**src/rtl/gpu_fb_scheduler.sv**
```systemverilog
// Frame-buffer write scheduler: arbitrates rasterizer draws, a full-screen
// clear engine and buffer-swap flushes onto a single SRAM write port.
`ifndef WIDTH_BITS
`define WIDTH_BITS 10
`endif
`ifndef HEIGHT_BITS
`define HEIGHT_BITS 9
`endif
`ifndef CHANNEL_BITS
`define CHANNEL_BITS 8
`endif

module gpu_fb_scheduler #(
  parameter int unsigned WIDTH_BITS   = `WIDTH_BITS,
  parameter int unsigned HEIGHT_BITS  = `HEIGHT_BITS,
  parameter int unsigned CHANNEL_BITS = `CHANNEL_BITS,
  parameter int unsigned FRAME_W      = 640,
  parameter int unsigned FRAME_H      = 480
) (
  input  logic                      clk,
  input  logic                      n_rst,
  input  logic                      draw_valid,
  output logic                      draw_ready,
  input  logic [WIDTH_BITS-1:0]     draw_x,
  input  logic [HEIGHT_BITS-1:0]    draw_y,
  input  logic [3*CHANNEL_BITS-1:0] draw_rgb,
  input  logic                      clear_req,
  input  logic [3*CHANNEL_BITS-1:0] clear_rgb,
  input  logic                      swap_req,
  output logic                      data_ready_o,
  output logic [CHANNEL_BITS-1:0]   rdata,
  output logic [CHANNEL_BITS-1:0]   gdata,
  output logic [CHANNEL_BITS-1:0]   bdata,
  output logic [WIDTH_BITS-1:0]     adddatax,
  output logic [HEIGHT_BITS-1:0]    adddatay,
  output logic                      flush,
  output logic                      busy,
  output logic                      swap_done
);

  localparam int unsigned RGB_BITS = 3 * CHANNEL_BITS;
  localparam logic [WIDTH_BITS-1:0]  X_LAST = WIDTH_BITS'(FRAME_W - 1);
  localparam logic [HEIGHT_BITS-1:0] Y_LAST = HEIGHT_BITS'(FRAME_H - 1);

  typedef enum logic [1:0] {
    S_IDLE  = 2'd0,
    S_DRAW  = 2'd1,
    S_CLEAR = 2'd2,
    S_SWAP  = 2'd3
  } state_t;

  state_t                   r_state,      w_state;
  logic                     r_clear_pend, w_clear_pend;
  logic                     r_swap_pend,  w_swap_pend;
  logic [RGB_BITS-1:0]      r_pend_rgb,   w_pend_rgb;
  logic [RGB_BITS-1:0]      r_clr_rgb,    w_clr_rgb;
  logic [WIDTH_BITS-1:0]    r_cx,         w_cx;
  logic [HEIGHT_BITS-1:0]   r_cy,         w_cy;
  logic                     r_wr,         w_wr;
  logic [WIDTH_BITS-1:0]    r_x,          w_x;
  logic [HEIGHT_BITS-1:0]   r_y,          w_y;
  logic [RGB_BITS-1:0]      r_rgb,        w_rgb;
  logic                     r_flush,      w_flush;
  logic                     r_swap_done,  w_swap_done;
  logic                     r_busy,       w_busy;
  logic                     w_draw_ready;

  // Draws are only taken when no clear or swap is queued ahead of them.
  assign w_draw_ready = ((r_state == S_IDLE) || (r_state == S_DRAW)) &&
                        !r_clear_pend && !r_swap_pend;

  // Next-state, pending-flag and output-register computation.
  always_comb begin
    w_state      = r_state;
    w_clear_pend = r_clear_pend | clear_req;
    w_swap_pend  = r_swap_pend | swap_req;
    w_pend_rgb   = clear_req ? clear_rgb : r_pend_rgb;
    w_clr_rgb    = r_clr_rgb;
    w_cx         = r_cx;
    w_cy         = r_cy;
    w_wr         = 1'b0;
    w_x          = r_x;
    w_y          = r_y;
    w_rgb        = r_rgb;
    w_flush      = 1'b0;
    w_swap_done  = r_flush;
    case (r_state)
      S_IDLE, S_DRAW: begin
        if (r_clear_pend) begin
          // A request arriving this same cycle re-arms the flag for a later clear.
          w_state      = S_CLEAR;
          w_clear_pend = clear_req;
          w_clr_rgb    = r_pend_rgb;
          w_cx         = '0;
          w_cy         = '0;
        end else if (r_swap_pend) begin
          w_state = S_SWAP;
        end else if (draw_valid && w_draw_ready) begin
          w_state = S_DRAW;
          w_wr    = 1'b1;
          w_x     = draw_x;
          w_y     = draw_y;
          w_rgb   = draw_rgb;
        end else begin
          w_state = S_IDLE;
        end
      end
      S_CLEAR: begin
        w_wr  = 1'b1;
        w_x   = r_cx;
        w_y   = r_cy;
        w_rgb = r_clr_rgb;
        if (r_cx == X_LAST) begin
          w_cx = '0;
          if (r_cy == Y_LAST) begin
            w_cy    = '0;
            w_state = r_swap_pend ? S_SWAP : S_IDLE;
          end else begin
            w_cy = r_cy + HEIGHT_BITS'(1);
          end
        end else begin
          w_cx = r_cx + WIDTH_BITS'(1);
        end
      end
      S_SWAP: begin
        w_flush     = 1'b1;
        w_swap_pend = swap_req;
        w_state     = S_IDLE;
      end
      default: w_state = S_IDLE;
    endcase
    w_busy = (w_state != S_IDLE) || w_clear_pend || w_swap_pend;
  end

  // State, pending flags, counters and registered outputs.
  always_ff @(posedge clk or negedge n_rst) begin
    if (!n_rst) begin
      r_state      <= S_IDLE;
      r_clear_pend <= 1'b0;
      r_swap_pend  <= 1'b0;
      r_pend_rgb   <= '0;
      r_clr_rgb    <= '0;
      r_cx         <= '0;
      r_cy         <= '0;
      r_wr         <= 1'b0;
      r_x          <= '0;
      r_y          <= '0;
      r_rgb        <= '0;
      r_flush      <= 1'b0;
      r_swap_done  <= 1'b0;
      r_busy       <= 1'b0;
    end else begin
      r_state      <= w_state;
      r_clear_pend <= w_clear_pend;
      r_swap_pend  <= w_swap_pend;
      r_pend_rgb   <= w_pend_rgb;
      r_clr_rgb    <= w_clr_rgb;
      r_cx         <= w_cx;
      r_cy         <= w_cy;
      r_wr         <= w_wr;
      r_x          <= w_x;
      r_y          <= w_y;
      r_rgb        <= w_rgb;
      r_flush      <= w_flush;
      r_swap_done  <= w_swap_done;
      r_busy       <= w_busy;
    end
  end

  assign draw_ready   = w_draw_ready;
  assign data_ready_o = r_wr;
  assign rdata        = r_rgb[RGB_BITS-1 -: CHANNEL_BITS];
  assign gdata        = r_rgb[2*CHANNEL_BITS-1 -: CHANNEL_BITS];
  assign bdata        = r_rgb[CHANNEL_BITS-1:0];
  assign adddatax     = r_x;
  assign adddatay     = r_y;
  assign flush        = r_flush;
  assign busy         = r_busy;
  assign swap_done    = r_swap_done;

endmodule

```
**config.mk**
```make
export PLATFORM = sky130hd
export DESIGN_NAME = gpu_fb_scheduler
export DESIGN_NICKNAME = d
export VERILOG_FILES = /design/src/rtl/gpu_fb_scheduler.sv
export SDC_FILE = /design/constraint.sdc
export NUM_CORES = 1
export LEC_CHECK = 0
export ABC_CLOCK_PERIOD_IN_PS = 1900
export CELL_PAD_IN_SITES_DETAIL_PLACEMENT = 1
export CELL_PAD_IN_SITES_GLOBAL_PLACEMENT = 2
export CORE_MARGIN = 2
export CORE_UTILIZATION = 32
export CTS_BUF_LIST = sky130_fd_sc_hd__clkbuf_2
export CTS_CLUSTER_DIAMETER = 30
export DETAILED_ROUTE_END_ITERATION = 16
export PLACE_DENSITY_LB_ADDON = 0.05
export SETUP_SLACK_MARGIN = 0.5
export SKIP_LAST_GASP = 1
export SLEW_MARGIN = 40
export SYNTH_ARGS = -nofsm -noshare
export SYNTH_HDL_FRONTEND = slang
export SYNTH_SLANG_ARGS = --single-unit
```
**constraint.sdc**
```tcl
create_clock -name clk -period 1.9 [get_ports clk]
set_input_delay 0.475 -clock clk [delete_from_list [all_inputs] [get_ports clk]]
set_output_delay 0.475 -clock clk [all_outputs]
set_load 0.05 [all_outputs]
```
==> impl_metrics.tcl <==
set metrics [dict create \
    synth_flop_cell "dfrtp_1" \
    io_buffers 119 \
    synth_top_area_share 0.5703 \
    boundaryPins 120 \
    syn_avg_cell_area_um2 10.57 \
    cts_tree "built" \
    yosysMostFrequentCell "nand2_1" \
    syn-num-nets 564 \
    cp_slowest_stage_delay_ps 480 \
    critPathTopFamily "flip-flops" \
    synth_top_area_cell "dfrtp_1" \
    cts_root_buffer "clkbuf_2" \
    critPathRequiredTime_ps 1420 \
    violations "negative setup slack" \
    status "finished with violations" \
    drt_iter0_drc 165 \
    crit_fanout 2 \
    clk_pin_slew_ps 190 \
    power.internal_w 0.004885 \
    placed_cell_area_um2 6699 \
    core.rowCount 46 \
    grt_max_degree 35 \
    slew_headroom 0.6615 \
    drt_wl_total_um 16000 \
    dp_hpwl_um 9292 \
    power.switching_w 0.002262 \
    globalplace.congestion 0.7599 \
    drive_above_1_share 0.4093 \
    numCtsBuffers 17 \
    synth_cell_type_count 48 \
    avgViaCountPerCell 4.843 \
    fmax_mhz 474.5 \
    first_pass_iters 5 \
    fin_ws_ps -207.6 \
    p_seq_frac 0.435 \
    postLayoutCoreUtil 0.5393 \
    start_util 0.3271 \
    path_cells "nor3_4 > buf_6 > buf_12" \
    min_period_over_period 1.109 \
    p_clk_frac 0.289 \
    num-nets-final 774 \
    die_w_um 131.2 \
    grt_antenna_before_repair 1 \
    fin_area_um2 8536 \
    hold_viol 0 \
    finalSetupViolCount 1 \
    max_cap_viol_count 0 \
    yosysSeqAreaShare 0.5703 \
    grt_pass1_vias 4796 \
    fp.dieH_um 131.2 \
    ant_nets 0 \
    skew_ps 26.85 \
    ys_top_cells_by_area "dfrtp_1, nand2_1, mux2i_1, mux2_2, o21ai_0" \
    worstMarginPinSlew_ps 507.8 \
    htreeDepth 4 \
    arrival_ps 1630 \
    grt_overflow 0 \
    worstSkewPairLatency_ps 670 \
    netlist_instances 490 \
    route.vias.total 4494 \
    core_um2 15830 \
    grt_pass1_wl_um 25530 \
    synthArstFlopShare 1.000 \
    path_class "register to primary output" \
    power_frac_comb 0.276 \
    synth-edff-count 0 \
    cts_sinks 118 \
    hold_path.class "input port to asynchronous set/reset pin" \
    syn_to_final_growth_pct 64.86 \
    synth_seq_cells 118 \
    drc 0 \
    swShare 0.3165 \
    startpoint_type "register" \
    cp-end-kind "primary output" \
    crit_slowest_cell "dfrtp_2" \
    cts_buffer_depth 2 \
    critical_path_buf_inv_count 2 \
    rsz0062_at_grt "yes" \
    finalCriticalPeriod_ps 2108 \
    grt_usage 0.1891 \
    netlist_top_cells_count "nand2_1, dfrtp_1, mux2i_1, o21ai_0, mux2_2" \
    die_area_um2 17210 \
    yosysWarnings 0 \
    wl_per_cell_um 17.24 \
    cellPowerDensity_nw_per_um2 837.3 \
    ir_worst_vdd_mv 0.3706 \
    leakagePower_nw 3.815 \
    syn_area_um2 5177 \
    drv_slew 0 \
]
power by group through the flow:
stage	registers (W)	logic, W	clock network, W
finish	0.00311	0.00197	0.00207
global route	0.00316	0.00212	0.00224
CTS	0.00308	0.00185	0.00214
detailed placement	0.00312	0.00153	0
global placement	0.00312	0.00149	0
floorplan	0.00357	0.000448	0
flip-flops by register name (all words and copies together) (netlist names), 2 cells and up:
| signal | count |
|---|---|
| r_clr_rgb | 24 |
| adddatax | 10 |
| adddatay | 9 |
| r_pend_rgb | 24 |
| r_state | 2 |
| r_cx | 10 |
| r_rgb | 24 |
| r_cy | 9 |
layer usage:
metal | vias up | routed length (um) | GRT usage
li1 | 2115 | - | -
met1 | 2277 | 7148 | 0.2376
met2 | 82 | 8093 | 0.3260
met3 | 20 | 535 | 0.04398
met4 | 0 | 221 | 0.05374
met5 | - | 0 | 0
layout by cell type, fill, tap and decap left out, types with 3 or more instances in the layout:
cell / instances
nand3_1: 11
inv_1: 3
buf_12: 12
nand2_2: 25
nor2_1: 7
mux2i_1: 38
mux2i_4: 3
buf_16: 8
nand2b_4: 3
clkbuf_2: 20
or4_1: 3
nand4_1: 5
dfrtp_1: 114
buf_6: 67
o21ai_1: 40
and2_4: 3
clkdlybuf4s50_1: 70
bufinv_16: 6
dfrtp_2: 4
nand3_2: 3
a21oi_1: 4
nand2_1: 100
nand2_4: 8
mux2_2: 24
o211ai_1: 5
nor3_1: 6
buf_4: 57
o21ai_2: 6
buf_8: 4
area by class of cell:
cell class	count	area, um2
multi-input cells	337	2461
repair buffers	223	2529
clock inverters	10	203.9
inverters	3	11.26
clock buffers	20	100.1
diodes	1	2.502
well taps	216	270.3
fillers	1655	7292
flip-flops and latches	118	2958
cells by family after synthesis:
family	after synthesis	synth area share
and+or+nand+nor	193	0.1716
DFF	118	0.5703
AOI/OAI and AO/OA	74	0.08144
muxes	67	0.1353
buffers and inverters	35	0.03480
adders and majority gates	2	0.004832
xor gates and xnor gates	1	0.001692
per-stage QoR:
stage                     hold WS, ps  TNS (ps)  setup WS [ps]  total power [W]  instances
final                           293.7    -207.6         -207.6         0.007147        928
after global routing            227.4    -349.7         -349.7         0.007515        928
after CTS                       226.1    -281.6         -281.6         0.007078        910
after detailed placement        411.5         0          33.80         0.004649        820
after global placement          412.3         0          78.93         0.004610        820
after floorplan                 179.4         0          32.97         0.004022        490
final timing paths:
| kind | from | to | slack [ps] | depth (start not counted) |
|---|---|---|---|---|
| setup / recovery | r_swap_pend$_DFF_PN0_ | draw_ready | -210 | 3 |
| hold / removal | n_rst | adddatax[3]$_DFFE_PN0P_ | 290 | 2 |
| setup reg to reg | r_state[1]$_DFF_PN0_ | r_rgb[2]$_DFFE_PN0P_ | 90 | 9 |
| hold reg to reg | flush$_DFF_PN0_ | swap_done$_DFF_PN0_ | 460 | 0 |
| max in group asynchronous | n_rst | r_rgb[19]$_DFFE_PN0P_ | 970 | 3 |
| min in group clk | clear_rgb[9] | r_pend_rgb[9]$_DFFE_PN0P_ | 400 | 2 |
timing repair:
item / CTS / global route
hold endpoints to repair: 30 / 0
resized for setup: 114 / 70
hold buffers: 1 / 0
pin swaps: 19 / 55
buffers inserted: 49 / 15
cloned: 10 / 2
endpoints found under the setup margin: 136 / 135
(Power assumes the default switching activity.)
